[src/rtl/piso_tx.sv]
// Byte-to-serial framer: valid/ready byte input, one bit per cycle out, LSB first,
// with a one-byte look-ahead slot. Define PISO_TAIL_FLUSH_EN to append TAIL_BITS zero bits per frame.
module piso_tx #(
  parameter int unsigned TAIL_BITS = 6
) (
  input  logic       clk,
  input  logic       rst_n,
  input  logic [7:0] data_parallel_i,
  input  logic       byte_valid_i,
  input  logic       byte_last_i,
  output logic       byte_ready_o,
  output logic       data_serial_o,
  output logic       valid_serial_o,
  input  logic       serial_ready_i,
  output logic       serial_last_o,
  output logic       busy_o
);

  if (TAIL_BITS == 0 || TAIL_BITS > 15) begin : g_bad_tail
    $error("piso_tx: TAIL_BITS must be in 1..15");
  end

  typedef enum logic [1:0] {
    ST_IDLE  = 2'd0,
    ST_SHIFT = 2'd1,
    ST_TAIL  = 2'd2
  } state_e;

  state_e     state, state_n;
  logic [7:0] shift_reg, shift_n;
  logic [2:0] bit_cnt, bit_cnt_n;
  logic       act_last, act_last_n;
  logic [7:0] pend_data, pend_data_n;
  logic       pend_valid, pend_valid_n;
  logic       pend_last, pend_last_n;
  logic       accept, consume;
  logic       load_in, load_pend, to_pend;
  logic       data_n, last_n;

`ifdef PISO_TAIL_FLUSH_EN
  localparam int unsigned TCW = $clog2(TAIL_BITS + 1);
  logic [TCW-1:0] tail_cnt, tail_cnt_n;
`endif

  assign accept  = byte_valid_i && !pend_valid;
  assign consume = (state != ST_IDLE) && serial_ready_i;

  // Next-state: decide where an accepted byte lands and when ACTIVE reloads.
  always_comb begin
    state_n      = state;
    shift_n      = shift_reg;
    bit_cnt_n    = bit_cnt;
    act_last_n   = act_last;
    pend_data_n  = pend_data;
    pend_valid_n = pend_valid;
    pend_last_n  = pend_last;
`ifdef PISO_TAIL_FLUSH_EN
    tail_cnt_n   = tail_cnt;
`endif
    load_in      = 1'b0;
    load_pend    = 1'b0;
    to_pend      = accept;

    case (state)
      ST_IDLE: begin
        if (accept) begin
          load_in = 1'b1;
          to_pend = 1'b0;
        end
      end
      ST_SHIFT: begin
        if (consume) begin
          if (bit_cnt == 3'd7) begin
`ifdef PISO_TAIL_FLUSH_EN
            if (act_last) begin
              state_n    = ST_TAIL;
              tail_cnt_n = '0;
            end else
`endif
            if (pend_valid) begin
              load_pend = 1'b1;
            end else if (accept) begin
              load_in = 1'b1;
              to_pend = 1'b0;
            end else begin
              state_n = ST_IDLE;
            end
          end else begin
            shift_n   = {1'b0, shift_reg[7:1]};
            bit_cnt_n = bit_cnt + 3'd1;
          end
        end
      end
`ifdef PISO_TAIL_FLUSH_EN
      ST_TAIL: begin
        if (consume) begin
          if (tail_cnt == TCW'(TAIL_BITS - 1)) begin
            if (pend_valid) begin
              load_pend = 1'b1;
            end else if (accept) begin
              load_in = 1'b1;
              to_pend = 1'b0;
            end else begin
              state_n = ST_IDLE;
            end
          end else begin
            tail_cnt_n = tail_cnt + TCW'(1);
          end
        end
      end
`endif
      default: state_n = ST_IDLE;
    endcase

    // accept implies PENDING was empty, so load_pend and to_pend never coincide
    if (load_pend) begin
      shift_n      = pend_data;
      bit_cnt_n    = 3'd0;
      act_last_n   = pend_last;
      state_n      = ST_SHIFT;
      pend_valid_n = 1'b0;
    end
    if (load_in) begin
      shift_n    = data_parallel_i;
      bit_cnt_n  = 3'd0;
      act_last_n = byte_last_i;
      state_n    = ST_SHIFT;
    end
    if (to_pend) begin
      pend_data_n  = data_parallel_i;
      pend_last_n  = byte_last_i;
      pend_valid_n = 1'b1;
    end

    data_n = (state_n == ST_SHIFT) && shift_n[0];
`ifdef PISO_TAIL_FLUSH_EN
    last_n = (state_n == ST_TAIL) && (tail_cnt_n == TCW'(TAIL_BITS - 1));
`else
    last_n = (state_n == ST_SHIFT) && (bit_cnt_n == 3'd7) && act_last_n;
`endif
  end

  // State and registered outputs, all derived from next-state values.
  always_ff @(posedge clk or negedge rst_n) begin
    if (!rst_n) begin
      state          <= ST_IDLE;
      shift_reg      <= '0;
      bit_cnt        <= '0;
      act_last       <= 1'b0;
      pend_data      <= '0;
      pend_valid     <= 1'b0;
      pend_last      <= 1'b0;
`ifdef PISO_TAIL_FLUSH_EN
      tail_cnt       <= '0;
`endif
      byte_ready_o   <= 1'b1;
      data_serial_o  <= 1'b0;
      valid_serial_o <= 1'b0;
      serial_last_o  <= 1'b0;
      busy_o         <= 1'b0;
    end else begin
      state          <= state_n;
      shift_reg      <= shift_n;
      bit_cnt        <= bit_cnt_n;
      act_last       <= act_last_n;
      pend_data      <= pend_data_n;
      pend_valid     <= pend_valid_n;
      pend_last      <= pend_last_n;
`ifdef PISO_TAIL_FLUSH_EN
      tail_cnt       <= tail_cnt_n;
`endif
      byte_ready_o   <= !pend_valid_n;
      data_serial_o  <= data_n;
      valid_serial_o <= (state_n != ST_IDLE);
      serial_last_o  <= last_n;
      busy_o         <= (state_n != ST_IDLE) || pend_valid_n;
    end
  end

endmodule
[config.mk]
export PLATFORM = sky130hd
export DESIGN_NAME = piso_tx
export DESIGN_NICKNAME = d
export VERILOG_FILES = /design/src/rtl/piso_tx.sv
export SDC_FILE = /design/constraint.sdc
export NUM_CORES = 1
export LEC_CHECK = 0
export BUFFER_PORTS_ARGS = -buffer_cell sky130_fd_sc_hd__buf_2
export CORE_MARGIN = 2
export CORE_UTILIZATION = 37
export DETAILED_ROUTE_END_ITERATION = 10
export PLACE_DENSITY_LB_ADDON = 0.12
export SKIP_CTS_REPAIR_TIMING = 1
export SLEW_MARGIN = 15
export SYNTH_ARGS = -nofsm -noshare
export SYNTH_HDL_FRONTEND = slang
export SYNTH_SLANG_ARGS = --single-unit
[constraint.sdc]
create_clock -name clk -period 1.71 [get_ports clk]
set_input_delay 0.0855 -clock clk [delete_from_list [all_inputs] [get_ports clk]]
set_output_delay 0.0855 -clock clk [all_outputs]
set_load 0.02 [all_outputs]
==> Word-level counts from Yosys, hierarchy flattened <==
Cells that the tools add are included.
{ "word_totals": {"inputBits": 13, "out_inout_bits": 5, "wordCells": 67, "reg_bits": 29} }
{ "classes": {"addsub": 1, "n_eq_ne": 5, "n_reduce_logical": 14, "n_mux": 34} }
{ "ops": {"columns": ["cell", "n"], "rows": [
  ["2-to-1 mux 8 bit", 5],
  ["2-to-1 mux 1 bit", 15],
  ["2-to-1 mux 3 bit", 5],
  ["2-to-1 mux 2 bit", 6],
  ["equality test 3 bit (second input constant)", 2],
  ["nonzero test 3 bit", 2],
  ["logical AND 1 bit", 5],
  ["equality test 2 x 1 -> 1 bit (second input constant)", 2],
  ["case mux 1 bit (2 select lines)", 2],
  ["case mux 2 bit (2 select lines)", 1],
  ["nonzero test 2 bit", 2],
  ["adder 3 x 1 -> 3 bit (second input constant)", 1],
  ["!= test 3 bit (second input constant)", 1],
  ["AND reduction 3 bit", 1],
  ["zero test 1 bit", 2],
  ["zero test 2 bit", 1],
  ["logical OR 1 bit", 1]
]} }

==> Logic depth before layout (Yosys ltp) <==
Gate-level depths: netlist (run 1).
{ "depth": {"word_depth": 12, "depth_mapped": 6} }

==> Least setup slack after synthesis (run 1) <==
Ideal clock, no wire load.
{ "synth_path": {"path_type": "register -> register", "startpoint": "reg bit_cnt[0]", "endpoint": "reg pend_data[0]", "stages_incl_launch_ff": 6, "period_less_slack_ns": 1.678, "path_buffers": 0, "slack_ns": 0.032, "arrival_time_ns": 1.553, "cell_sequence": "dfrtp_1 -> ha_1 -> nand3_4 -> a21oi_1 -> nor2_2 -> mux2_2"} }
{ "synth_between": {"elab_chain_len": 4} }
{ "synth_lines": {"columns": ["item", "line", "text"], "rows": [
  ["start: declaration", "31", "logic [2:0] bit_cnt, bit_cnt_n;"],
  ["start signal: assignment", "164", "bit_cnt <= bit_cnt_n;"],
  ["equality test 3 bit", "73", "if (bit_cnt == 3'd7) begin"],
  ["2-to-1 mux 1 bit", "73", null],
  ["2-to-1 mux 1 bit", "72", "if (consume) begin"],
  ["case mux 1 bit (2 select lines)", "64", "case (state)"],
  ["end signal: assignment", "166", "pend_data <= pend_data_n;"],
  ["end: declaration", "33", "logic [7:0] pend_data, pend_data_n;"]
]} }
No other way between the ends.
A chain may end at the register's enable or synchronous reset.

==> Worst setup path in the final report (run 1) <==
{ "layout_path": {"startpoint": "reg bit_cnt[1]", "endpoint": "reg data_serial_o"} }
{ "layout_between": {"elab_cells_between_ends": 19, "cone_classes": "eq/ne (2); mux (16); reduce/logical (1)"} }
{ "layout_lines": {"columns": ["item", "line", "text"], "rows": [
  ["equality test 3 bit (*)", "73", null],
  ["2-to-1 mux 8 bit / 2-to-1 mux 1 bit (equally long branches)", "73", null],
  ["2-to-1 mux 8 bit / 2-to-1 mux 1 bit (equally long branches)", "72", null],
  ["2-to-1 mux 8 bit / 2-to-1 mux 1 bit (equally long branches)", "64", null],
  ["2-to-1 mux 8 bit", "116", "if (load_pend) begin"],
  ["2-to-1 mux 8 bit (*)", "123", "if (load_in) begin"],
  ["via shift_n[0]", "30", "logic [7:0] shift_reg, shift_n;"],
  ["logical AND 1 bit (*)", "135", "data_n = (state_n == ST_SHIFT) && shift_n[0];"],
  ["via data_n", "38", "logic data_n, last_n;"],
  ["end signal: assignment", "173", "data_serial_o <= data_n;"],
  ["end: declaration", "12", "output logic data_serial_o,"]
]} }
The timed path passes the listed nets; every way through them passes the cells marked *. The select of a mux whose other input is x is not followed.

==> impl_metrics.py, run 1 <==
metrics = {
    "floorplanning": {
        "ios": 18,
        "die_h_um": 66.0,
        "initial_core_util_pct": 38.6,
        "chipWidth_um": 66.0,
        "floorplan_core_area_mm2": 0.00369,
        "floorplan.rows": 22,
        "design.die.area_mm2": 0.00436,
    },
    "route": {
        "drc_errors": 0,
        "drt-wirelength-per-cell_um": 15.4,
        "firstDrtPassIters": 4,
        "antenna_violating_nets_left": 0,
        "drt-initial-drc-count": 52,
        "detailroute.via_count": 1090,
        "detail_route.vias_per_cell": 5.34,
        "postRouteWirelength_um": 3140,
    },
    "pwr": {
        "power.share.combinational_pct": 26.2,
        "power.density_cell_area_mw_per_mm2": 1310,
        "p_int_uw": 1600,
        "power.static_leakage_uw": 0.000781,
        "power.sequential.fraction_pct": 48.5,
        "p_sw_uw": 644,
        "sw_share_pct": 28.7,
        "clock_power_share_pct": 25.3,
        "ir_drop_uv": 743,
    },
    "global_route": {
        "wire_length_of_the_first_global_routing_pass_um": 5040,
        "number_of_global_route_vias_before_repair": 1040,
        "gr-total-overflow": 0,
        "grt_antenna_before_repair": 0,
        "grt_max_degree": 30,
        "gr-usage-all-layers_pct": 15.8,
    },
    "cts": {
        "worstSkewPairLatency_ns": 0.28,
        "clkTransAtPathRegs_ns": 0.06,
        "tritoncts.num_buffers": 5,
        "h-tree-depth": 2,
        "cts_tree": "yes",
        "cts_root_buffer": "sky130_fd_sc_hd__clkbuf_8",
        "cts-root-to-sink-buffers": 2,
        "tritoncts_num_sinks": 29,
    },
    "synth": {
        "synth_nets": 142,
        "yosysTopAreaCellShare_pct": 49.2,
        "synth_unique_cells": 39,
        "syn_area_per_cell_um2": 11.1,
        "synth_warnings": 0,
        "postSynthCellCount": 128,
        "syn-cell-area_mm2": 0.00142,
        "synth.top_cells.by_area": "sky130_fd_sc_hd__dfrtp_1, sky130_fd_sc_hd__mux2_2, sky130_fd_sc_hd__mux2i_1",
        "ys_seq_area_share_pct": 51.1,
        "synth_top_area_cell": "sky130_fd_sc_hd__dfrtp_1",
        "synth-seq-cells": 29,
    },
    "layout": {
        "commonest_non_fill_non_tap_cells_in_the_layout": "sky130_fd_sc_hd__dfrtp_1, sky130_fd_sc_hd__buf_2, sky130_fd_sc_hd__nand2_1, sky130_fd_sc_hd__mux2_2, sky130_fd_sc_hd__buf_4",
        "instances_no_fill": 204,
        "multiInputGateArea_um2": 653,
        "area.growth.synth_to_final_pct": 20.5,
        "layout.area.seq_um2": 727,
        "antenna-diode-count": 0,
        "commonest_non_fill_non_tap_cell_in_the_layout": "sky130_fd_sc_hd__dfrtp_1",
        "postLayoutCellArea_mm2": 0.00172,
        "layout.nets": 169,
        "drive_above_1_share_pct": 32.1,
        "fillerInstances": 385,
    },
    "place": {
        "dpl-instance-area_mm2": 0.00160,
        "placed_cells": 195,
        "place_congestion": 0.729,
        "numPortBuffers": 17,
        "place_hpwl_um": 2240,
    },
    "sta": {
        "slew_headroom_pct": 56.5,
        "fmaxAchievable_ghz": 0.611,
        "final-hold-violation-count": 0,
        "clock-skew-final_ns": 0.00895,
        "finalCritPeriodShare_pct": 95.8,
        "final_max_slew_viol_count": 0,
        "pin_slew_with_the_least_headroom_to_its_limit_ns": 0.652,
        "worst_hold_slack_ns": 0.0408,
        "report.final.setup_viol": 0,
        "min_period_ns": 1.64,
        "setup_repair_after_global_routing_missed_its_margin": "false",
    },
    "setup_path": {
        "depth_of_the_worst_register_to_register_path": 5,
        "critical_path.startpoint_type": "flip-flop",
        "criticalPathCategory": "reg2reg",
        "worstReg2RegStart": "bit_cnt[1]",
        "setup.worst_path.end_class": "flip-flop",
        "crit_arrival_ns": 1.85,
        "reg2reg_setup_slack_ns": 0.07,
        "required_ns": 1.92,
        "critical_path_peak_fanout": 9,
        "worstReg2RegEnd": "data_serial_o",
    },
    "job": {
        "drv_cap": 0,
    },
    "min_path": {
        "holdPathEnd": "act_last",
        "hold-path-cell-count": 3,
        "min_path_type": "in2reg",
        "worstHoldStart": "byte_last_i",
    },
    "run_status": {
        "status": "completed",
    },
}
==> synth_stat cells <==
cell type	n
sky130_fd_sc_hd__a211o_1	1
sky130_fd_sc_hd__xor2_1	1
sky130_fd_sc_hd__mux2i_1	7
sky130_fd_sc_hd__and3_1	2
sky130_fd_sc_hd__ha_1	1
sky130_fd_sc_hd__a211oi_2	1
sky130_fd_sc_hd__nor2_1	2
sky130_fd_sc_hd__a22oi_1	5
sky130_fd_sc_hd__and2_1	3
sky130_fd_sc_hd__nand3_4	1
sky130_fd_sc_hd__a221oi_1	2
sky130_fd_sc_hd__o21ai_0	9
sky130_fd_sc_hd__a31oi_1	1
sky130_fd_sc_hd__a21oi_1	6
sky130_fd_sc_hd__and3b_1	1
sky130_fd_sc_hd__buf_6	1
sky130_fd_sc_hd__a21bo_2	1
sky130_fd_sc_hd__nor2_2	1
sky130_fd_sc_hd__nand3_1	2
sky130_fd_sc_hd__clkbuf_1	4
sky130_fd_sc_hd__o2bb2ai_1	1
sky130_fd_sc_hd__or2_2	1
sky130_fd_sc_hd__nor4b_1	1
sky130_fd_sc_hd__mux2_2	10
sky130_fd_sc_hd__inv_1	4
sky130_fd_sc_hd__o211ai_1	1
sky130_fd_sc_hd__dfrtp_1	28
sky130_fd_sc_hd__o22a_1	1
sky130_fd_sc_hd__dfstp_2	1
sky130_fd_sc_hd__nand2b_1	3
sky130_fd_sc_hd__conb_1	1
sky130_fd_sc_hd__nand3b_1	5
sky130_fd_sc_hd__nand2_1	10
sky130_fd_sc_hd__a21boi_0	1
sky130_fd_sc_hd__and4_1	1
sky130_fd_sc_hd__buf_2	3
sky130_fd_sc_hd__a22o_1	2
sky130_fd_sc_hd__a2111oi_0	1
sky130_fd_sc_hd__a211oi_1	1
==> cells by family after synthesis <==
logic type / Yosys count / synth area share, %
multiplexers: 17 / 12.8
flip-flops: 29 / 51.1
adder cells (fa/ha/maj): 1 / 0.879
XOR/XNOR: 1 / 0.615
AO/OA/AOI/OAI: 34 / 16.4
buffers and inverters: 12 / 3.95
other: 1 / 0.263
AND/OR/NAND/NOR: 33 / 14.0
==> how the worst max path moves through the flow <==
stage                           from             to  depth (start not counted)
after floorplan           bit_cnt[0]   pend_data[0]                          5
after global placement    bit_cnt[1]         busy_o                          5
after detailed placement  bit_cnt[1]         busy_o                          5
after CTS                 bit_cnt[1]         busy_o                          5
after global routing      bit_cnt[1]         busy_o                          5
final                     bit_cnt[1]  data_serial_o                          5
==> power by group through the flow <==
stage / clock, uW / sequential [uW] / combinational, uW
2_1_floorplan: 0 / 1050 / 425
3_3_place_gp: 0 / 1080 / 555
3_5_place_dp: 0 / 1090 / 583
4_1_cts: 589 / 1080 / 583
5_1_grt: 628 / 1120 / 657
6_report: 569 / 1090 / 589
==> critical path: stages, from the launching register on <==
cell                      delay, ns
sky130_fd_sc_hd__dfrtp_1       0.41
sky130_fd_sc_hd__ha_4          0.21
sky130_fd_sc_hd__nand3_4       0.13
sky130_fd_sc_hd__a211o_1       0.44
sky130_fd_sc_hd__a31oi_1       0.23
sky130_fd_sc_hd__and2_1        0.15
==> layout make-up <==
class	count	share of cell area [%]
tap	48	3.50
timing repair buffer	28	9.92
inverter	4	0.875
multi-input combinational	87	38.1
clock buffer	8	5.25
sequential	29	42.4
==> metal layers <==
layer | track usage [%] | vias up | wire (um)
met1 | 21.1 | 539 | 1530
met2 | 24.6 | 29 | 1450
met5 | 0 | - | 0
met3 | 4.43 | 4 | 133
li1 | - | 518 | -
met4 | 5.36 | 0 | 37
==> through the flow <==
step	utilization (%)	setup TNS [ns]	worst slack (ns)	total power (uW)
floorplan	-	0	0.0320	1480
global placement	43.5	0	0.0348	1640
detailed placement	43.5	-0.0279	-0.0164	1670
CTS	45.9	-0.0768	-0.0365	2250
global route	46.5	0	0.0279	2400
finish	46.5	0	0.0720	2250
(Power assumes the default switching activity.)
==> run 2: changes to the inputs <==
ABC_AREA = 1   (was unset)
GPL_ROUTABILITY_DRIVEN = 0   (was unset)
==> run 2 against run 1 <==
- the flow now finishes with violations (negative hold slack)
- hold slack worse by 0.059 ns
- die area down 4.6%
- synthesized cell count up 23%
- global-route usage about the same
- sequential power about the same
- critical path depth up 4
==> impl_metrics.py, run 2 <==
metrics = {
    "synth": {
        "ys_seq_area_share_pct": 53.7,
        "syn_area_per_cell_um2": 8.62,
        "ys_dominant_reg_cell": "sky130_fd_sc_hd__dfrtp_1",
        "yosysTopAreaCellShare_pct": 51.8,
        "synth-seq-cells": 29,
        "synth_unique_cells": 26,
        "syn-cell-area_mm2": 0.00135,
        "synth_warnings": 0,
        "synth_top_area_cell": "sky130_fd_sc_hd__dfrtp_1",
        "synth.top_cells.by_area": "sky130_fd_sc_hd__dfrtp_1, sky130_fd_sc_hd__nand2_1, sky130_fd_sc_hd__inv_1",
        "postSynthCellCount": 157,
        "synth_nets": 171,
        "asyncSetResetFlopFracSynth_pct": 100,
        "post_synth_most_frequent_cells": "sky130_fd_sc_hd__nand2_1, sky130_fd_sc_hd__dfrtp_1, sky130_fd_sc_hd__inv_1",
        "synth_edf_count": 0,
        "dominant_cell_by_count_in_the_synthesized_netlist": "sky130_fd_sc_hd__nand2_1",
    },
    "sta": {
        "finalCritPeriodShare_pct": 92.2,
        "pin_slew_with_the_least_headroom_to_its_limit_ns": 0.659,
        "worst_hold_slack_ns": -0.0186,
        "slew_headroom_pct": 56.1,
        "setup_repair_after_global_routing_missed_its_margin": "false",
        "min_period_ns": 1.58,
        "clock-skew-final_ns": 0.00212,
        "report.final.setup_viol": 0,
        "fmaxAchievable_ghz": 0.634,
        "finalSetupTns_ns": 0,
        "final-hold-violation-count": 3,
        "final_max_slew_viol_count": 0,
    },
    "setup_path": {
        "worstReg2RegStart": "bit_cnt[0]",
        "depth_of_the_worst_register_to_register_path": 9,
        "cpMaxStageDelayCell": "sky130_fd_sc_hd__dfrtp_1",
        "cp-startpoint": "bit_cnt[0]",
        "worst_path_dominant_cell_family": "simple AND/OR/NAND/NOR gates",
        "setup.worst_path.end_class": "flip-flop",
        "critical_path.cell_chain": "ha_1 > nand2_4 > inv_2 > nand2_2 > a21oi_4 > buf_4 > nor2_2 > nand3_1 > nor2_1",
        "critical_path.startpoint_type": "flip-flop",
        "required_ns": 1.97,
        "reg2reg_setup_slack_ns": 0.13,
        "crit_path_max_incr_delay_ns": 0.40,
        "setup.worst_path.end": "serial_last_o",
        "critical_path_buf_inv_count": 2,
        "cp.depth": 9,
        "worstReg2RegEnd": "serial_last_o",
        "critical_path_peak_fanout": 7,
        "crit_arrival_ns": 1.83,
        "criticalPathCategory": "reg2reg",
    },
    "layout": {
        "commonest_non_fill_non_tap_cells_in_the_layout": "sky130_fd_sc_hd__nand2_1, sky130_fd_sc_hd__dfrtp_1, sky130_fd_sc_hd__inv_1, sky130_fd_sc_hd__buf_2, sky130_fd_sc_hd__nor2_1",
        "drive_above_1_share_pct": 22.4,
        "layout.nets": 205,
        "fillerInstances": 335,
        "commonest_non_fill_non_tap_cell_in_the_layout": "sky130_fd_sc_hd__nand2_1",
        "area.growth.synth_to_final_pct": 21.3,
        "multiInputGateArea_um2": 554,
        "antenna-diode-count": 0,
        "instances_no_fill": 238,
        "layout.area.seq_um2": 727,
        "postLayoutCellArea_mm2": 0.00164,
    },
    "route": {
        "detail_route.vias_per_cell": 4.59,
        "detailroute.via_count": 1093,
        "drt-initial-drc-count": 35,
        "drc_errors": 0,
        "antenna_violating_nets_left": 0,
        "firstDrtPassIters": 4,
        "drt-wirelength-per-cell_um": 12.3,
        "postRouteWirelength_um": 2930,
    },
    "place": {
        "place_hpwl_um": 2020,
        "dpl-instance-area_mm2": 0.00150,
        "placed_cells": 221,
        "numPortBuffers": 17,
    },
    "job": {
        "drv_cap": 0,
    },
    "run_status": {
        "status": "finished with violations",
        "failed_checks": "negative hold slack",
    },
    "floorplanning": {
        "design.die.area_mm2": 0.00416,
        "floorplan.rows": 21,
        "floorplan_core_area_mm2": 0.00342,
        "initial_core_util_pct": 39.6,
        "ios": 18,
        "die_h_um": 64.5,
        "chipWidth_um": 64.5,
    },
    "global_route": {
        "number_of_global_route_vias_before_repair": 1066,
        "wire_length_of_the_first_global_routing_pass_um": 5000,
        "gr-usage-all-layers_pct": 15.8,
        "grt_max_degree": 30,
        "gr-total-overflow": 0,
        "grt_antenna_before_repair": 0,
    },
    "cts": {
        "tritoncts.num_buffers": 5,
        "cts_tree": "yes",
        "tritoncts_num_sinks": 29,
        "cts-root-to-sink-buffers": 2,
        "h-tree-depth": 2,
        "clkTransAtPathRegs_ns": 0.09,
        "cts_root_buffer": "sky130_fd_sc_hd__clkbuf_4",
        "worstSkewPairLatency_ns": 0.32,
    },
    "pwr": {
        "post-layout-total-power_uw": 1980,
        "power.static_leakage_uw": 0.000848,
        "ir_drop_uv": 603,
        "power.density_cell_area_mw_per_mm2": 1200,
    },
    "min_path": {
        "min_path_type": "in2reg",
    },
}
## run 2: cell types whose count changed in the layout (fill, tap and decap cells not counted), sizes merged, moves of 4 or more
| cell | change |
|---|---|
| inv | +16 |
| mux2i | -7 |
| o21ai | -8 |
| nand2 | +48 |
| nor2 | +11 |
| mux2 | -10 |
| nand3b | -4 |
| dlygate4sd3 | +6 |
| a21oi | +5 |
| nand3 | +8 |
| a22oi | -5 |
| buf | -7 |
| o211ai | +5 |
## run 2: how the worst min path moves through the flow
stage | depth (start not counted) | from | endpoint | slack [ns]
after floorplan | 0 | rst_n | act_last | -0.21
after global placement | 1 | rst_n | serial_last_o | 0.15
after detailed placement | 1 | rst_n | serial_last_o | 0.16
after CTS | 1 | rst_n | pend_data[5] | -0.20
after global routing | 3 | data_parallel_i[6] | pend_data[6] | 0.000003
final | 3 | data_parallel_i[6] | pend_data[6] | -0.02
## run 2: cell type report
| class | count | share of cell area, % |
|---|---|---|
| Clock buffer | 8 | 2.97 |
| Inverter | 20 | 4.72 |
| Multi-Input combinational cell | 108 | 33.7 |
| Sequential cell | 29 | 44.2 |
| Tap cell | 46 | 3.50 |
| Timing Repair Buffer | 27 | 10.8 |
## run 2: cells by family after synthesis
family | Yosys count | share of synthesized area, %
simple gates | 87 | 29.6
other cells | 1 | 0.277
xor+xnor | 1 | 0.647
flops | 29 | 53.7
compound gates | 18 | 9.15
fa+ha+maj | 1 | 0.924
buf+inv | 20 | 5.73
## run 2: per-layer routing
layer  global-route usage [%]  routed length (um)  vias to the layer above
met4                     9.57                  74                        0
met1                     21.0                1410                      500
met2                     23.0                1320                       19
met3                     4.34                 117                        9
li1                         -                   -                      565
met5                        0                   0                        -
## run 2: through the flow
| step | setup WS [ns] | hold WS, ns | utilization (%) |
|---|---|---|---|
| global placement | 0.152 | 0.146 | 44.0 |
| CTS | 0.0724 | -0.197 | 45.5 |
| global route | 0.00480 | 0.00000253 | 48.1 |
| finish | 0.133 | -0.0186 | 48.1 |
| detailed placement | 0.123 | 0.157 | 44.0 |
| floorplan | 0.334 | -0.210 | - |
## run 2: report_power, final
group          switching [uW]  internal, uW
Combinational             306           209
Sequential                131           947
Clock                     222           164
## run 2: worst min-delay path: stages
cell,delay (ns)
sky130_fd_sc_hd__buf_2,0.09
sky130_fd_sc_hd__nand2_1,0.05
sky130_fd_sc_hd__nand2_1,0.05
